[src/rtl/dtc_pkg.sv]
// Shared types and helpers for the decision-tree classifier stream driver.
// Default widths, the result record and the saturating counter step.
package dtc_pkg;

    localparam int DTC_FEAT_W = 8;
    localparam int DTC_CLS_W  = 2;

    typedef struct packed {
        logic [DTC_FEAT_W-1:0] feat;
        logic [DTC_CLS_W-1:0]  cls;
    } dtc_res_t;

    // Increment v, holding at the all-ones value of a w-bit counter.
    function automatic logic [31:0] sat_inc(
        input logic [31:0] v,
        input int unsigned w
    );
        logic [31:0] lim;
        lim = (w >= 32) ? '1 : ((32'd1 << w) - 32'd1);
        return (v >= lim) ? lim : v + 32'd1;
    endfunction

endpackage

[src/rtl/dtc_result_fifo.sv]
// Generic synchronous FIFO with registered storage and mux-read head.
// Push while full and pop while empty are ignored; no fall-through.
module dtc_result_fifo
    import dtc_pkg::*;
#(
    parameter int W     = DTC_FEAT_W + DTC_CLS_W,
    parameter int DEPTH = 4,
    localparam int AW   = $clog2(DEPTH),
    localparam int LW   = AW + 1
) (
    input  logic          clk,
    input  logic          rst_n,
    input  logic          push,
    input  logic          pop,
    input  logic [W-1:0]  din,
    output logic [W-1:0]  dout,
    output logic          full,
    output logic          empty,
    output logic [LW-1:0] level
);

    logic [W-1:0]  mem_q [DEPTH];
    logic [AW-1:0] wr_q, wr_d;
    logic [AW-1:0] rd_q, rd_d;
    logic [LW-1:0] lvl_q, lvl_d;
    logic          do_push;
    logic          do_pop;

    assign full    = (lvl_q == LW'(DEPTH));
    assign empty   = (lvl_q == '0);
    assign level   = lvl_q;
    assign dout    = mem_q[rd_q];
    assign do_push = push && !full;
    assign do_pop  = pop && !empty;

    // Pointer and occupancy next state; pointers wrap at DEPTH.
    always_comb begin
        wr_d  = wr_q;
        rd_d  = rd_q;
        lvl_d = lvl_q;
        if (do_push) wr_d = wr_q + 1'b1;
        if (do_pop)  rd_d = rd_q + 1'b1;
        unique case ({do_push, do_pop})
            2'b10:   lvl_d = lvl_q + 1'b1;
            2'b01:   lvl_d = lvl_q - 1'b1;
            default: lvl_d = lvl_q;
        endcase
    end

    // Storage and pointer registers; reset clears entries so the head is 0.
    always_ff @(posedge clk or negedge rst_n) begin
        if (!rst_n) begin
            wr_q  <= '0;
            rd_q  <= '0;
            lvl_q <= '0;
            for (int i = 0; i < DEPTH; i++) mem_q[i] <= '0;
        end else begin
            wr_q  <= wr_d;
            rd_q  <= rd_d;
            lvl_q <= lvl_d;
            if (do_push) mem_q[wr_q] <= din;
        end
    end

endmodule

[src/rtl/dtc_stream_driver.sv]
// Stream front/back end for a combinational decision-tree classifier.
// Stage register drives the tree; results queue in a FIFO; per-class hits.
module dtc_stream_driver
    import dtc_pkg::*;
#(
    parameter int FEAT_W = DTC_FEAT_W,
    parameter int CLS_W  = DTC_CLS_W,
    parameter int DEPTH  = 4,
    parameter int CNT_W  = 16,
    localparam int LW    = $clog2(DEPTH) + 1
) (
    input  logic              clk,
    input  logic              rst_n,
    input  logic              s_valid,
    output logic              s_ready,
    input  logic [FEAT_W-1:0] s_feat,
    output logic [FEAT_W-1:0] dt_inp,
    input  logic [CLS_W-1:0]  dt_outp,
    output logic              m_valid,
    input  logic              m_ready,
    output logic [FEAT_W-1:0] m_feat,
    output logic [CLS_W-1:0]  m_class,
    input  logic              cnt_clr,
    input  logic [CLS_W-1:0]  cnt_sel,
    output logic [CNT_W-1:0]  cnt_val,
    output logic [LW-1:0]     fifo_level
);

    localparam int NCLS = 1 << CLS_W;
    localparam int RW   = FEAT_W + CLS_W;

    logic [FEAT_W-1:0] feat_q, feat_d;
    logic              stage_q, stage_d;
    logic [CNT_W-1:0]  cnt_q [NCLS];
    logic [CNT_W-1:0]  cnt_d [NCLS];
    logic              fifo_full;
    logic              fifo_empty;
    logic              accept;
    logic              push;
    logic              pop;
    logic [RW-1:0]     head;

    assign s_ready = !stage_q || !fifo_full;
    assign accept  = s_valid && s_ready;
    assign push    = stage_q && !fifo_full;
    assign pop     = m_valid && m_ready;
    assign dt_inp  = feat_q;
    assign m_valid = !fifo_empty;
    assign m_feat  = head[RW-1:CLS_W];
    assign m_class = head[CLS_W-1:0];
    assign cnt_val = cnt_q[cnt_sel];

    dtc_result_fifo #(
        .W     (RW),
        .DEPTH (DEPTH)
    ) u_fifo (
        .clk   (clk),
        .rst_n (rst_n),
        .push  (push),
        .pop   (pop),
        .din   ({feat_q, dt_outp}),
        .dout  (head),
        .full  (fifo_full),
        .empty (fifo_empty),
        .level (fifo_level)
    );

    // Stage next state: a new sample wins over the drain into the FIFO.
    always_comb begin
        feat_d  = feat_q;
        stage_d = stage_q;
        if (push)   stage_d = 1'b0;
        if (accept) begin
            feat_d  = s_feat;
            stage_d = 1'b1;
        end
    end

    // Counter next state: clear drops any same-cycle increment.
    always_comb begin
        cnt_d = cnt_q;
        if (cnt_clr) begin
            for (int i = 0; i < NCLS; i++) cnt_d[i] = '0;
        end else if (push) begin
            cnt_d[dt_outp] = CNT_W'(sat_inc(32'(cnt_q[dt_outp]), CNT_W));
        end
    end

    // Stage and counter registers.
    always_ff @(posedge clk or negedge rst_n) begin
        if (!rst_n) begin
            feat_q  <= '0;
            stage_q <= 1'b0;
            for (int i = 0; i < NCLS; i++) cnt_q[i] <= '0;
        end else begin
            feat_q  <= feat_d;
            stage_q <= stage_d;
            cnt_q   <= cnt_d;
        end
    end

endmodule

[config.mk]
export PLATFORM = sky130hd
export DESIGN_NAME = dtc_stream_driver
export DESIGN_NICKNAME = d
export VERILOG_FILES = /design/src/rtl/dtc_pkg.sv /design/src/rtl/dtc_result_fifo.sv /design/src/rtl/dtc_stream_driver.sv
export SDC_FILE = /design/constraint.sdc
export NUM_CORES = 1
export LEC_CHECK = 0
export CORE_MARGIN = 2
export CORE_UTILIZATION = 62
export CTS_CLUSTER_SIZE = 24
export DETAILED_ROUTE_END_ITERATION = 10
export PLACE_DENSITY = 0.85
export SLEW_MARGIN = 20
export SYNTH_ARGS = -nofsm -noshare
export SYNTH_HDL_FRONTEND = slang
export SYNTH_SLANG_ARGS = --single-unit
[constraint.sdc]
create_clock -name clk -period 5.1 [get_ports clk]
set_input_delay 1.02 -clock clk [delete_from_list [all_inputs] [get_ports clk]]
set_output_delay 1.02 -clock clk [all_outputs]
set_load 0.005 [all_outputs]
==> results.txt <==
The max-slew headroom at the worst pin came out at between 50% and 60%. Yosys printed 0 warnings. Once the floorplan was initialized, standard cells occupied between 60% and 70% of the core. The post-layout net count is around 530. Cell internal power was estimated by the tool at ~2.5 mW. The data required time of the critical path is between 4 and 5 ns.

The transition at the pin with the smallest max-transition slack is roughly 0.75 ns. The clock tree synthesis step divided the H-tree into 4 levels. The end point of the worst hold path is u_fifo.mem_q[31]. Yosys mapped a number of flops with a built-in enable equal to 0. Yosys attributes the largest share of cell area to sky130_fd_sc_hd__dfrtp_1 50%, sky130_fd_sc_hd__mux4_2 14%, sky130_fd_sc_hd__mux2_2 8.4%.

After clock tree synthesis, the setup repair step added 0 buffers. The share of total power dissipated in sequential elements is 38.6%. Global routing finished with a remaining overflow of 0. The largest fanout on the critical path came out at 16. The shortest clock period the worst path allows after layout came out at slightly below 4 ns. Of all cell types, the one taking the most synthesized area is sky130_fd_sc_hd__dfrtp_1. The relative contribution of combinational cells to total power came out at 27.3%.

The number of cell rows came out at 35. The global-route wire length before repair came out at ~24000 µm. The cell type group with the largest total delay on the critical path is buffers and inverters. The number of antenna violations at the first check in global routing is 0. Once the clock tree was built, the resizer swapped 0 gates to a different size. The setup slack after layout came out at between 1 and 1.5 ns. The I/O pin count is 56. Counting stages on the worst path, the most repeated cell is sky130_fd_sc_hd__clkdlybuf4s50_1. The most common cell in the netlist is sky130_fd_sc_hd__dfrtp_1.

The via-per-instance ratio came out at around 6.5. The DRC marker count from the first detailed-route iteration is approximately 220. The final clock period utilization by the worst path is 75.89%. The number of synthesized register bits is 120. The portion of the post-synthesis area used by sequential elements came out at about half. Once detail routing completed, the nets flagged for antenna violations numbered 0. The signal on the critical path passes through clkdlybuf4s50_1, buf_4, mux4_2, clkdlybuf4s50_1.

The final design utilization came out at 78.18%. The flow ran to the end, and the final reports show no timing, DRC or antenna violations. Total power for the finished layout comes to ~3.5 mW. The synthesized area per cell is about 13 µm². The total buffers and inverters traversed by the critical path is 3. The async set-or-reset flop fraction in the synthesized netlist came out at 100.0%. The count of cell types in the netlist is between 40 and 50. Routability-driven placement finished with a final weighted congestion of between 0.9 and 1. The clock passes through at most 2 buffers. The critical path in this run is classified as input pin to output pin. After clock tree synthesis, the clock-pin slew on the worst setup and hold paths is 0.06 ns. The peak supply drop came out at 0.3757 mV.

The area of the core region is ~0.0093 mm². The number of DRC violations after detailed routing came out at 0. The depth of the worst hold-timing path came out at 2. In this run the most critical hold path is launched from u_fifo.mem_q[31]. The final worst clock skew came out at 0.007238 ns. The count of clock tree sinks came out at 120.

Setup repair after global routing left no endpoint under its margin. The tree is rooted in a sky130_fd_sc_hd__clkbuf_8. The highest cell delay on the worst timing path came out at slightly below 0.6 ns.

The estimated wirelength of the detail-placed design is 9061 µm. For this design, the CTS-stage hold fixing added 0 buffers. The final number of max-transition violations came to 0. At the worst endpoint, the arrival time is between 2 and 3 ns. Summing over every cut layer, the via total after detailed routing is 4221.

Port buffering added 55 buffers. For flop-to-flop paths, the worst setup slack is ~2.8 ns. The detailed-route wire length came out at roughly 14000 µm.

Measured in cells, the most critical reg-to-reg path has a length of 7. The horizontal die dimension is a little over 100 µm. The floorplan die height came out at 102.4 µm. The kind of end point of the critical path is an output pin. The maximum number of pins on one net before global-route repair came out at 84. TritonCTS built the clock tree. The ratio of cells with drive above 1 in the final layout is 27.39%.

For this design the static power due to leakage is 3.103 nW. The number of maximum-capacitance constraint violations came out at 0. 0 antenna diodes ended up in the layout. Net switching is 29.71% of the power. The reg-to-reg startpoint is cnt_q[48]. The share of Yosys cell area claimed by the top area cell type came out at between 50% and 60%. The min-delay analysis places its worst path in the category flip-flop to flip-flop. The TritonCTS buffer count is 17. The later pin in the worst-skew pair is clocked with a latency of 0.52 ns. The power density over cell area came out at between 400 and 500 mW/mm². The endpoint identified for the worst register-to-register timing path is cnt_q[12]. The type of origin of the critical path is an input pin.

The total iterations of the first detailed-routing run is 5. The floorplan die area came out at between 0.01 and 0.015 mm². The timing-limited maximum frequency is 258.4 MHz. The number of instances in the synthesized netlist came out at between 400 and 500.

The per-cell routed wire length is 22.14 µm. The final count of hold timing violations came out at 0. The area growth from synthesis to layout is 21.47%. The total standard cell area after synthesis is approximately 0.0060 mm². The post-route setup TNS is 0 ns.

The via count of the first global-routing pass came to 4705. Setup violations remaining at the end of the flow were counted as 0. By count the netlist is led by 120 x sky130_fd_sc_hd__dfrtp_1, 49 x sky130_fd_sc_hd__nand2_1, 45 x sky130_fd_sc_hd__mux2_2. Counting every net in the synthesized netlist gives roughly 470. The slowest stage of the critical path belongs to the cell sky130_fd_sc_hd__mux4_2. In the global route stage, overall resource usage came out at roughly 31%. The relative contribution of the clock network to total power came out at 34.0%. Summed over all nets, the switching power comes to 1.041 mW. The worst slack after detailed placement came out at roughly 1.2 ns.

In the synthesized netlist the dominant register cell turns out to be sky130_fd_sc_hd__dfrtp_1.
## placed cells by master (no fill, tap or decap), drive strengths merged, types with 2 or more instances in the layout
| cell type | synthesis | final |
|---|---|---|
| ha | 6 | 6 |
| inv | 10 | 18 |
| clkdlybuf4s50 | 0 | 54 |
| mux4 | 42 | 42 |
| o21ai | 32 | 32 |
| a21oi | 5 | 5 |
| buf | 11 | 15 |
| and2 | 2 | 2 |
| xnor2 | 7 | 7 |
| nand4 | 6 | 6 |
| a31oi | 4 | 4 |
| clkinv | 0 | 2 |
| xor2 | 4 | 4 |
| nand2 | 49 | 49 |
| clkbuf | 13 | 17 |
| mux2 | 45 | 45 |
| nor4 | 6 | 6 |
| nor2 | 15 | 15 |
| clkinvlp | 0 | 3 |
| nor2b | 2 | 2 |
| bufinv | 0 | 2 |
| mux2i | 7 | 7 |
| a22o | 32 | 32 |
| o2bb2ai | 8 | 8 |
| dfrtp | 120 | 120 |
| nand3 | 6 | 6 |
| or2 | 2 | 2 |
| nor3 | 3 | 3 |
## metal layers
layer / vias up / global-route usage (%) / routed length, µm
li1: 1821 / - / -
met1: 2205 / 36.49 / 5454
met2: 159 / 52.13 / 7721
met3: 36 / 8.824 / 867
met4: 0 / 15.49 / 370
met5: - / 0 / 0
## power groups by stage
| stage | clock network, mW | registers, mW | logic [mW] |
|---|---|---|---|
| floorplan | 0 | 1.28 | 0.606 |
| global placement | 0 | 1.34 | 0.910 |
| detailed placement | 0 | 1.36 | 0.936 |
| CTS | 1.20 | 1.35 | 0.970 |
| global route | 1.25 | 1.38 | 1.04 |
| finish | 1.19 | 1.35 | 0.958 |
## worst reg2reg max path: cells and delay by family, from the launching register on
kind / cells / cell delay (ns)
multiplexers: 2 / 0.64
AND/OR/NAND/NOR: 3 / 0.75
adder cells (fa/ha/maj): 1 / 0.29
AO/OA/AOI/OAI: 1 / 0.15
flip-flops: 1 / 0.38
## worst max-delay path by stage
stage	startpoint	end	slack (ns)	depth (start not counted)
2_1_floorplan	cnt_sel[0]	cnt_val[10]	1.56	3
5_1_grt	cnt_sel[0]	cnt_val[1]	1.16	4
6_report	cnt_sel[0]	cnt_val[1]	1.23	4
4_1_cts	cnt_sel[0]	cnt_val[15]	1.22	4
3_5_place_dp	dt_outp[0]	cnt_q[12]	1.15	9
3_3_place_gp	cnt_sel[0]	cnt_val[15]	1.23	4
## through the flow
step / hold slack, ns / instance area, µm² / std cells
3_3_place_gp: 0.4590 / 6694 / 619
6_report: 0.4826 / 7292 / 651
2_1_floorplan: 0.4446 / 6003 / 445
5_1_grt: 0.4991 / 7292 / 651
4_1_cts: 0.4867 / 7288 / 651
3_5_place_dp: 0.4732 / 6694 / 619
## flip-flops by register name, indices dropped and copies added (netlist names)
register / cells
dt_inp: 8
u_fifo.wr_q: 2
stage_q: 1
u_fifo.mem_q: 40
u_fifo.level: 3
cnt_q: 64
u_fifo.rd_q: 2
## cells by family (layout without fill, tap and decap cells)
logic type               after synthesis  count (layout)  share of synthesized area (%)
AO/OA/AOI/OAI                         84              84                          10.13
XOR/XNOR                              11              11                          1.605
adder cells (fa/ha/maj)                7               7                          1.584
buffers and inverters                 34             111                          2.689
flip-flops                           120             120                          50.02
multiplexers                          94              94                          25.80
AND/OR/NAND/NOR                       95              95                          8.170
## layout make-up
class / instances / area (µm²)
clock buffer: 17 / 414.1
multi-input combinational: 291 / 2839
clock inverter: 15 / 180.2
fill: 566 / 2036
timing repair buffer: 69 / 656.9
tap: 129 / 161.4
sequential: 120 / 3003
inverter: 10 / 37.54
No activity file was read; power rests on OpenSTA's default activity.
